--- src/rtl/kahan_stream_accum.sv ---
// Frame-based streaming reduction of LANES signed elements per beat, with a
// compensated accumulator so floor(total/2^FRAC_DROP) stays exact over long frames.
module kahan_stream_accum #(
  parameter int DATA_WIDTH  = 8,
  parameter int LANES       = 8,
  parameter int MAX_BEATS   = 256,
  parameter int FRAC_DROP   = 4,
  parameter int SUM_WIDTH_O = 24,
  parameter int BW          = $clog2(MAX_BEATS + 1)
) (
  input  logic                          clk_i,
  input  logic                          rst_i,
  input  logic [BW-1:0]                 cfg_beats_i,
  input  logic                          cfg_sat_i,
  input  logic                          in_valid_i,
  output logic                          in_ready_o,
  input  logic [LANES*DATA_WIDTH-1:0]   in_vec_i,
  output logic                          out_valid_o,
  input  logic                          out_ready_i,
  output logic signed [SUM_WIDTH_O-1:0] out_sum_o,
  output logic [FRAC_DROP-1:0]          out_comp_o,
  output logic                          out_ovf_o
);
  localparam int SW = DATA_WIDTH + $clog2(LANES);
  localparam int XW = ((SUM_WIDTH_O > SW) ? SUM_WIDTH_O : SW) + 2;

  typedef enum logic [1:0] {IDLE, ACCUM, DRAIN, HOLD} state_t;

  state_t              state_q, state_d;
  logic [BW-1:0]       remaining_q, remaining_d;
  logic                sat_q, sat_d;
  logic                accept, first_beat, last_beat;
  logic [BW-1:0]       n_eff;

  logic [LANES*DATA_WIDTH-1:0] vec_p0_q;
  logic                        vld_p0_q, last_p0_q;
  logic signed [SW-1:0]        lane_sum;
  logic signed [SW-1:0]        s_p1_q;
  logic                        vld_p1_q, last_p1_q;
  logic [FRAC_DROP:0]          t_p2;
  logic signed [XW-1:0]        wide_p2;
  logic signed [SUM_WIDTH_O-1:0] sum_p2_q;
  logic [FRAC_DROP-1:0]        comp_p2_q;
  logic                        ovf_p2_q, last_p2_q;

  function automatic logic [BW-1:0] eff_beats(input logic [BW-1:0] cfg);
    if (cfg == '0)                  return BW'(1);
    else if (cfg > BW'(MAX_BEATS))  return BW'(MAX_BEATS);
    else                            return cfg;
  endfunction

  function automatic logic fits(input logic signed [XW-1:0] v);
    logic [XW-SUM_WIDTH_O:0] hi;
    hi = v[XW-1:SUM_WIDTH_O-1];
    return (&hi) | (~|hi);
  endfunction

  function automatic logic signed [SUM_WIDTH_O-1:0] sat_wrap(input logic signed [XW-1:0] v,
                                                             input logic sat);
    if (fits(v) || !sat) return v[SUM_WIDTH_O-1:0];
    return v[XW-1] ? {1'b1, {(SUM_WIDTH_O-1){1'b0}}} : {1'b0, {(SUM_WIDTH_O-1){1'b1}}};
  endfunction

  assign accept      = in_valid_i & in_ready_o;
  assign n_eff       = eff_beats(cfg_beats_i);
  assign out_valid_o = (state_q == HOLD);
  assign out_sum_o   = sum_p2_q;
  assign out_comp_o  = comp_p2_q;
  assign out_ovf_o   = ovf_p2_q;

  always_comb begin
    state_d     = state_q;
    remaining_d = remaining_q;
    sat_d       = sat_q;
    in_ready_o  = 1'b0;
    first_beat  = 1'b0;
    last_beat   = 1'b0;
    case (state_q)
      IDLE: begin
        in_ready_o = 1'b1;
        if (in_valid_i) begin
          first_beat  = 1'b1;
          sat_d       = cfg_sat_i;
          remaining_d = n_eff - BW'(1);
          if (n_eff == BW'(1)) begin
            last_beat = 1'b1;
            state_d   = DRAIN;
          end else begin
            state_d = ACCUM;
          end
        end
      end
      ACCUM: begin
        in_ready_o = 1'b1;
        if (in_valid_i) begin
          remaining_d = remaining_q - BW'(1);
          if (remaining_q == BW'(1)) begin
            last_beat = 1'b1;
            state_d   = DRAIN;
          end
        end
      end
      DRAIN: if (last_p2_q) state_d = HOLD;
      HOLD:  if (out_ready_i) state_d = IDLE;
      default: state_d = IDLE;
    endcase
  end

  // Stage 1: lane reduction of the captured beat
  always_comb begin
    lane_sum = '0;
    for (int k = 0; k < LANES; k++)
      lane_sum += SW'($signed(vec_p0_q[k*DATA_WIDTH +: DATA_WIDTH]));
  end

  // Stage 2: low bits go to the residual, its carry-out feeds the coarse sum
  always_comb begin
    t_p2    = {1'b0, comp_p2_q} + {1'b0, s_p1_q[FRAC_DROP-1:0]};
    wide_p2 = XW'(sum_p2_q) + XW'(s_p1_q >>> FRAC_DROP) + XW'($signed({1'b0, t_p2[FRAC_DROP]}));
  end

  always_ff @(posedge clk_i) begin
    if (rst_i) begin
      state_q     <= IDLE;
      remaining_q <= '0;
      sat_q       <= 1'b0;
      vld_p0_q    <= 1'b0;
      last_p0_q   <= 1'b0;
      vld_p1_q    <= 1'b0;
      last_p1_q   <= 1'b0;
      last_p2_q   <= 1'b0;
      sum_p2_q    <= '0;
      comp_p2_q   <= '0;
      ovf_p2_q    <= 1'b0;
    end else begin
      state_q     <= state_d;
      remaining_q <= remaining_d;
      sat_q       <= sat_d;
      vld_p0_q    <= accept;
      last_p0_q   <= accept & last_beat;
      vld_p1_q    <= vld_p0_q;
      last_p1_q   <= last_p0_q;
      last_p2_q   <= last_p1_q;
      if (accept && first_beat) begin
        sum_p2_q  <= '0;
        comp_p2_q <= '0;
        ovf_p2_q  <= 1'b0;
      end else if (vld_p1_q) begin
        sum_p2_q  <= sat_wrap(wide_p2, sat_q);
        comp_p2_q <= t_p2[FRAC_DROP-1:0];
        ovf_p2_q  <= ovf_p2_q | ~fits(wide_p2);
      end
    end
  end

  always_ff @(posedge clk_i) begin
    if (accept)   vec_p0_q <= in_vec_i;
    if (vld_p0_q) s_p1_q   <= lane_sum;
  end

endmodule

--- config.mk ---
export PLATFORM = sky130hd
export DESIGN_NAME = kahan_stream_accum
export DESIGN_NICKNAME = d
export VERILOG_FILES = /design/src/rtl/kahan_stream_accum.sv
export SDC_FILE = /design/constraint.sdc
export NUM_CORES = 1
export LEC_CHECK = 0
export CAP_MARGIN = 30
export CELL_PAD_IN_SITES_DETAIL_PLACEMENT = 1
export CELL_PAD_IN_SITES_GLOBAL_PLACEMENT = 2
export CORE_MARGIN = 2
export CORE_UTILIZATION = 36
export DETAILED_ROUTE_END_ITERATION = 12
export MAX_ROUTING_LAYER = met4
export PLACE_DENSITY_LB_ADDON = 0.25
export SLEW_MARGIN = 20
export SYNTH_ARGS = -nofsm -noshare
export SYNTH_HDL_FRONTEND = slang
export SYNTH_SLANG_ARGS = --single-unit
--- constraint.sdc ---
create_clock -name clk_i -period 6.2 [get_ports clk_i]
set_input_delay 0.93 -clock clk_i [delete_from_list [all_inputs] [get_ports clk_i]]
set_output_delay 0.93 -clock clk_i [all_outputs]
set_load 0.01 [all_outputs]
==> flow_summary_export.csv, run 1 <==
group,metric,value,unit
outcome,outcome,"finished, final reports clean",
synth,yosysTopAreaCellShare,0.2978,
sta,slew_violations,0,
die,start_util,0.3632,
final_layout,finalNetCount,1002,
worst_hold_path,hold_class,"flop to flop",
place,gp_congestion,0.8264,
synth,synthDistinctLibCells,66,
worst_setup_path,r2r_cells,18,
sta,tightest_slew,0.8480,ns
die,rows,53,
routing,route.detailed.drc,0,
clocking,insertion_delay,0.41,ns
place,port_buffers,108,
synth,synth_commonest_cells,"inv_1, edfxtp_1, fa_1",
worst_setup_path,crit_required,6.36,ns
synth,synth_top_area_cell,"edfxtp_1",
global_routing,grt_usage,0.1688,
clocking,cts_tree,"done",
synth,ys_seq_area_frac,0.4196,
routing,wirelength,17000,µm
sta,fmax,0.2222,GHz
sta,hold_viol_final,0,
global_routing,grt_max_degree,65,
sta,fin_crit,4.500,ns
global_routing,grt_pass1_wl,28550,µm
routing,via_per_inst,4.912,
final_layout,drive_gt1_frac,0.05150,
sta,clock_skew,0.01016,ns
routing,drt_iter0_markers,247,
clocking,cts-resized-gates,0,
synth,synth.most_common_cell,"inv_1",
worst_setup_path,criticalPathCategory,"flop to flop",
worst_setup_path,end_kind,"flop",
final_layout,num_antenna_cells,0,
clocking,cts.htree.levels,4,
final_layout,syn_to_final_growth,25.00,%
die,core_area,20820,µm²
die,die_x,148.9,µm
clocking,numCtsBuffers,17,
worst_setup_path,cp.arrival,4.66,ns
sta,fin_setup_tns,0,ns
clocking,cts_setup_buffers,0,
clocking,path_clk_slew,0.06,ns
die,die_h,148.9,µm
synth,netlist_area,7562,µm²
routing,drt_pre_antenna_iters,4,
synth,async_reset_ff_frac,0,
global_routing,grt-ovfl-total,0,
sta,rsz0062_at_grt,"false",
clocking,clockBufferDepth,2,
synth,synth.avg_cell_area,10.67,µm²
routing,ant_nets,0,
global_routing,grt_pass1_vias,5918,
synth,netlist_instances,709,
routing,routedWlPerCell,15.32,µm
die,ioPinCount,109,
worst_setup_path,regToRegSetupSlack,1.70,ns
routing,vias,5452,
synth,synth_warnings,0,
sta,finalCritPeriodShare,0.7258,
place,dp_hpwl,12940,µm
clocking,ctsHoldBuffers,0,
sta,slew_headroom,0.4347,
synth,ys_ff_latch,121,
worst_setup_path,critPathMaxFanout,2,
synth,synth_edf_count,75,
worst_setup_path,start_kind,"flop",
synth,synth_flop_cell,"edfxtp_1",
worst_hold_path,hold_depth,1,
sta,setup_viol_count_final,0,
job,cap_viol_max_count,0,
synth,synth_area_leaders,"edfxtp_1, fa_1, dfxtp_1",
global_routing,antenna_found_initial,0,
clocking,clock_sinks,121,
die,die_area,22180,µm²
synth,postSynthNetCount,887,
clocking,clockRootBuffer,"clkbuf_16",
-- routing by layer --
layer	GRT usage	part of all wire	up-vias
met1	0.1991	0.44	2684
met2	0.2813	0.50	91
met4	0.06381	0.020	0
met3	0.03976	0.041	23
met5	-	0	-
li1	-	-	2654
-- stage by stage --
step           worst slack, ns  hold WS (ns)  instances  utilization  area [µm²]
2_1_floorplan            1.894        0.4138        709            -        7562
3_3_place_gp             1.720        0.4187       1080       0.4292        8937
3_5_place_dp             1.658        0.4354       1080       0.4292        8937
4_1_cts                  1.657        0.4500       1110       0.4540        9453
5_1_grt                  1.463        0.4614       1110       0.4540        9453
6_report                 1.700        0.4439       1110       0.4540        9453
-- cells by family (layout without fill, tap and decap cells) --
family                     count (synthesis)  count (layout)  share of synthesized area
muxes                                      2               2                   0.002647
and+or+nand+nor                          136             136                    0.09183
xor gates and xnor gates                  34              34                    0.03938
AOI/OAI and AO/OA                        162             162                     0.1494
DFF                                      121             121                     0.4196
buffers and inverters                    154             280                    0.07809
adders and majority gates                100             100                     0.2191
-- cell type report --
class | instances | area (µm²)
clock buffer | 18 | 429.2
clock inverter | 12 | 86.33
fill | 2319 | 11370
inverter | 140 | 525.5
multi-input combinational | 434 | 3799
sequential | 121 | 3173
tap | 275 | 344.1
timing repair buffer | 110 | 1096
-- layout by cell type (no fill, tap or decap), types with 16 or more instances in the layout --
cell type        instances
inv_1                  139
clkdlybuf4s50_1        108
edfxtp_1                75
fa_1                    54
ha_1                    46
dfxtp_1                 46
nor2_1                  44
a21oi_1                 44
nand2_1                 25
o21ai_0                 25
xnor2_1                 22
clkbuf_16               17
o22ai_1                 16
-- final timing paths --
check                   start         end
hold / removal      last_p0_q   last_p1_q
setup reg to reg  vec_p0_q[2]  s_p1_q[10]
hold reg to reg     last_p0_q   last_p1_q
setup / recovery  vec_p0_q[2]  s_p1_q[10]
-- critical path, cell delays in order (launching register included) --
cell      delay, ns
edfxtp_1       0.32
inv_1          0.05
fa_1           0.53
inv_1          0.05
fa_1           0.50
fa_1           0.55
inv_1          0.06
fa_1           0.54
inv_1          0.04
ha_1           0.22
fa_1           0.40
a21oi_1        0.14
nor2_1         0.05
nor2_1         0.15
o21bai_1       0.08
a21oi_1        0.21
o21bai_1       0.09
a21oi_1        0.17
xnor2_1        0.08
-- state kept, by name, indices dropped and copies added, names as in the netlist, 2 cells and up --
register	count
out_comp_o	4
out_sum_o	24
remaining_q	9
s_p1_q	11
state_q	2
vec_p0_q	64
Power of run 1 is not shown: default switching activity piles up to over one toggle a cycle in this logic, so the estimate is an artifact.
==> run 2: changes to the inputs <==
- CORE_UTILIZATION: 36 -> 32
- clock period: 6.2 -> 3.77 ns (I/O delays scaled with it)
==> flow_summary_export.csv, run 2 (synthesis results as in run 1) <==
group,metric,value,unit
routing,drt_iter0_markers,195,
routing,ant_nets,0,
final_layout,num_antenna_cells,0,
worst_hold_path,hold_class,"flop to flop",
worst_setup_path,r2r-end,"s_p1_q[10]",
sta,fin_ws,-0.3964,ns
sta,finalCritPeriodShare,1.105,
sta,fin_setup_tns,-1.100,ns
worst_setup_path,cp.arrival,4.33,ns
sta,hold_viol_final,0,
clocking,clockRootBuffer,"clkbuf_16",
clocking,cts.htree.levels,4,
clocking,numCtsBuffers,17,
global_routing,grt_pass1_vias,5986,
clocking,clockBufferDepth,2,
clocking,cts_tree,"done",
die,die_x,157.7,µm
worst_setup_path,path_buf_inv,4,
worst_setup_path,cpMaxStageDelayCell,"fa_1",
place,dp_hpwl,13860,µm
job,cap_viol_max_count,0,
worst_setup_path,critPathLaunch,"vec_p0_q[26]",
place,gp_congestion,0.8077,
final_layout,layout_common_cells,"inv_1, clkdlybuf4s50_1, edfxtp_1",
sta,clock_skew,0.01426,ns
die,die_area,24880,µm²
worst_setup_path,regToRegSetupSlack,-0.40,ns
die,core_area,23330,µm²
worst_setup_path,criticalPathCategory,"flop to flop",
routing,routedWlPerCell,14.85,µm
worst_setup_path,r2r_start,"vec_p0_q[26]",
routing,wirelength,17700,µm
worst_setup_path,cp_cell_sequence,"inv_2 -> fa_1 -> inv_2 -> fa_1 -> fa_1 -> inv_1 -> fa_1 -> inv_2 -> ha_4 -> fa_2 -> a21oi_2 -> nor2_1 -> nor2_1 -> o21bai_1 -> a21oi_2 -> o21bai_1 -> a21oi_2 -> xnor2_1",
worst_setup_path,crit_family,"adder cells",
final_layout,final_util,0.4300,
worst_setup_path,crit_path_frequent_cell,"fa_1",
outcome,outcome,"finished with violations",
sta,whs,0.4442,ns
die,die_h,157.7,µm
global_routing,grt_max_degree,36,
worst_setup_path,end_kind,"flop",
global_routing,grt-ovfl-total,0,
sta,fmax,0.2400,GHz
die,start_util,0.3241,
sta,setup_viol_count_final,6,
final_layout,finalNetCount,1038,
outcome,violations,"setup timing",
worst_setup_path,worstSetupEndpoint,"s_p1_q[10]",
routing,via_per_inst,4.626,
final_layout,nFillCells,2550,
worst_setup_path,crit_cells,18,
final_layout,mostFrequentLayoutCell,"inv_1",
worst_setup_path,start_kind,"flop",
clocking,path_clk_slew,0.06,ns
clocking,insertion_delay,0.42,ns
sta,tightest_slew,0.7147,ns
final_layout,largest_reg_flops,64,
sta,slew_violations,0,
worst_setup_path,crit_path_max_incr_delay,0.54,ns
sta,rsz0062_at_grt,"true",
place,port_buffers,108,
die,rows,56,
worst_setup_path,critPathMaxFanout,2,
clocking,ctsHoldBuffers,0,
routing,route.detailed.drc,0,
worst_setup_path,r2r_cells,18,
sta,fin_crit,4.166,ns
final_layout,syn_to_final_growth,32.68,%
global_routing,grt_pass1_wl,29360,µm
clocking,clock_sinks,121,
final_layout,drive_gt1_frac,0.1329,
final_layout,top_register,"vec_p0_q",
sta,slew_headroom,0.5228,
worst_setup_path,crit_required,3.93,ns
die,ioPinCount,109,
global_routing,grt_usage,0.1547,
place,pre_cts_slack,-0.5311,ns
routing,vias,5514,
routing,drt_pre_antenna_iters,4,
global_routing,antenna_found_initial,0,
==> run 2: changes by cell type in the layout (fill, tap and decap cells not counted), moves of 6 or more <==
cell,change
a21oi_1,-6
a21oi_2,+6
buf_4,+30
inv_1,-9
inv_2,+9
==> run 2: how the worst min path moves through the flow <==
stage               from   endpoint  slack (ns)  cells after the start
2_1_floorplan  last_p0_q  last_p1_q        0.41                      1
3_3_place_gp   last_p0_q  last_p1_q        0.42                      1
3_5_place_dp   last_p0_q  last_p1_q        0.43                      1
4_1_cts        last_p0_q  last_p1_q        0.45                      1
5_1_grt        last_p0_q  last_p1_q        0.46                      1
6_report       last_p0_q  last_p1_q        0.44                      1
==> run 2: per-stage QoR <==
| step | instance area, µm² | cells |
|---|---|---|
| after global routing | 10030 | 1192 |
| after floorplan | 7607 | 709 |
| after CTS | 9983 | 1192 |
| final | 10030 | 1192 |
| after detailed placement | 9340 | 1156 |
| after global placement | 9340 | 1156 |
==> run 2: per-layer routing <==
| metal | track usage | share of wire | up-vias |
|---|---|---|---|
| met3 | 0.03860 | 0.034 | 20 |
| li1 | - | - | 2726 |
| met1 | 0.1790 | 0.43 | 2693 |
| met5 | - | 0 | - |
| met2 | 0.2677 | 0.52 | 75 |
| met4 | 0.04113 | 0.012 | 0 |
==> run 2: repair_timing <==
item / in CTS / in global routing
hold endpoints to repair: 0 / 0
setup buffers: 5 / 3
pin swaps: 20 / 16
setup endpoints to repair: 29 / 31
resized for setup: 12 / 14
==> run 2: worst reg2reg max path, cell delays in order (launching register included) <==
cell and delay, ns:
edfxtp_1 0.34, inv_2 0.04, fa_1 0.54, inv_2 0.04, fa_1 0.50, fa_1 0.49
inv_1 0.05, fa_1 0.49, inv_2 0.05, ha_4 0.16, fa_2 0.36, a21oi_2 0.13
nor2_1 0.05, nor2_1 0.14, o21bai_1 0.09, a21oi_2 0.15, o21bai_1 0.09, a21oi_2 0.13
xnor2_1 0.08
==> run 2: cell type report <==
type | count | area [µm²] | share of cell area
Timing Repair Buffer | 146 | 1433 | 0.1428
Clock buffer | 17 | 425.4 | 0.04240
Inverter | 140 | 525.5 | 0.05238
Tap cell | 319 | 399.1 | 0.03978
Sequential cell | 121 | 3173 | 0.3162
Multi-Input combinational cell | 434 | 3925 | 0.3912
Clock inverter | 15 | 152.6 | 0.01521
Power of run 2 is left out for the same reason.
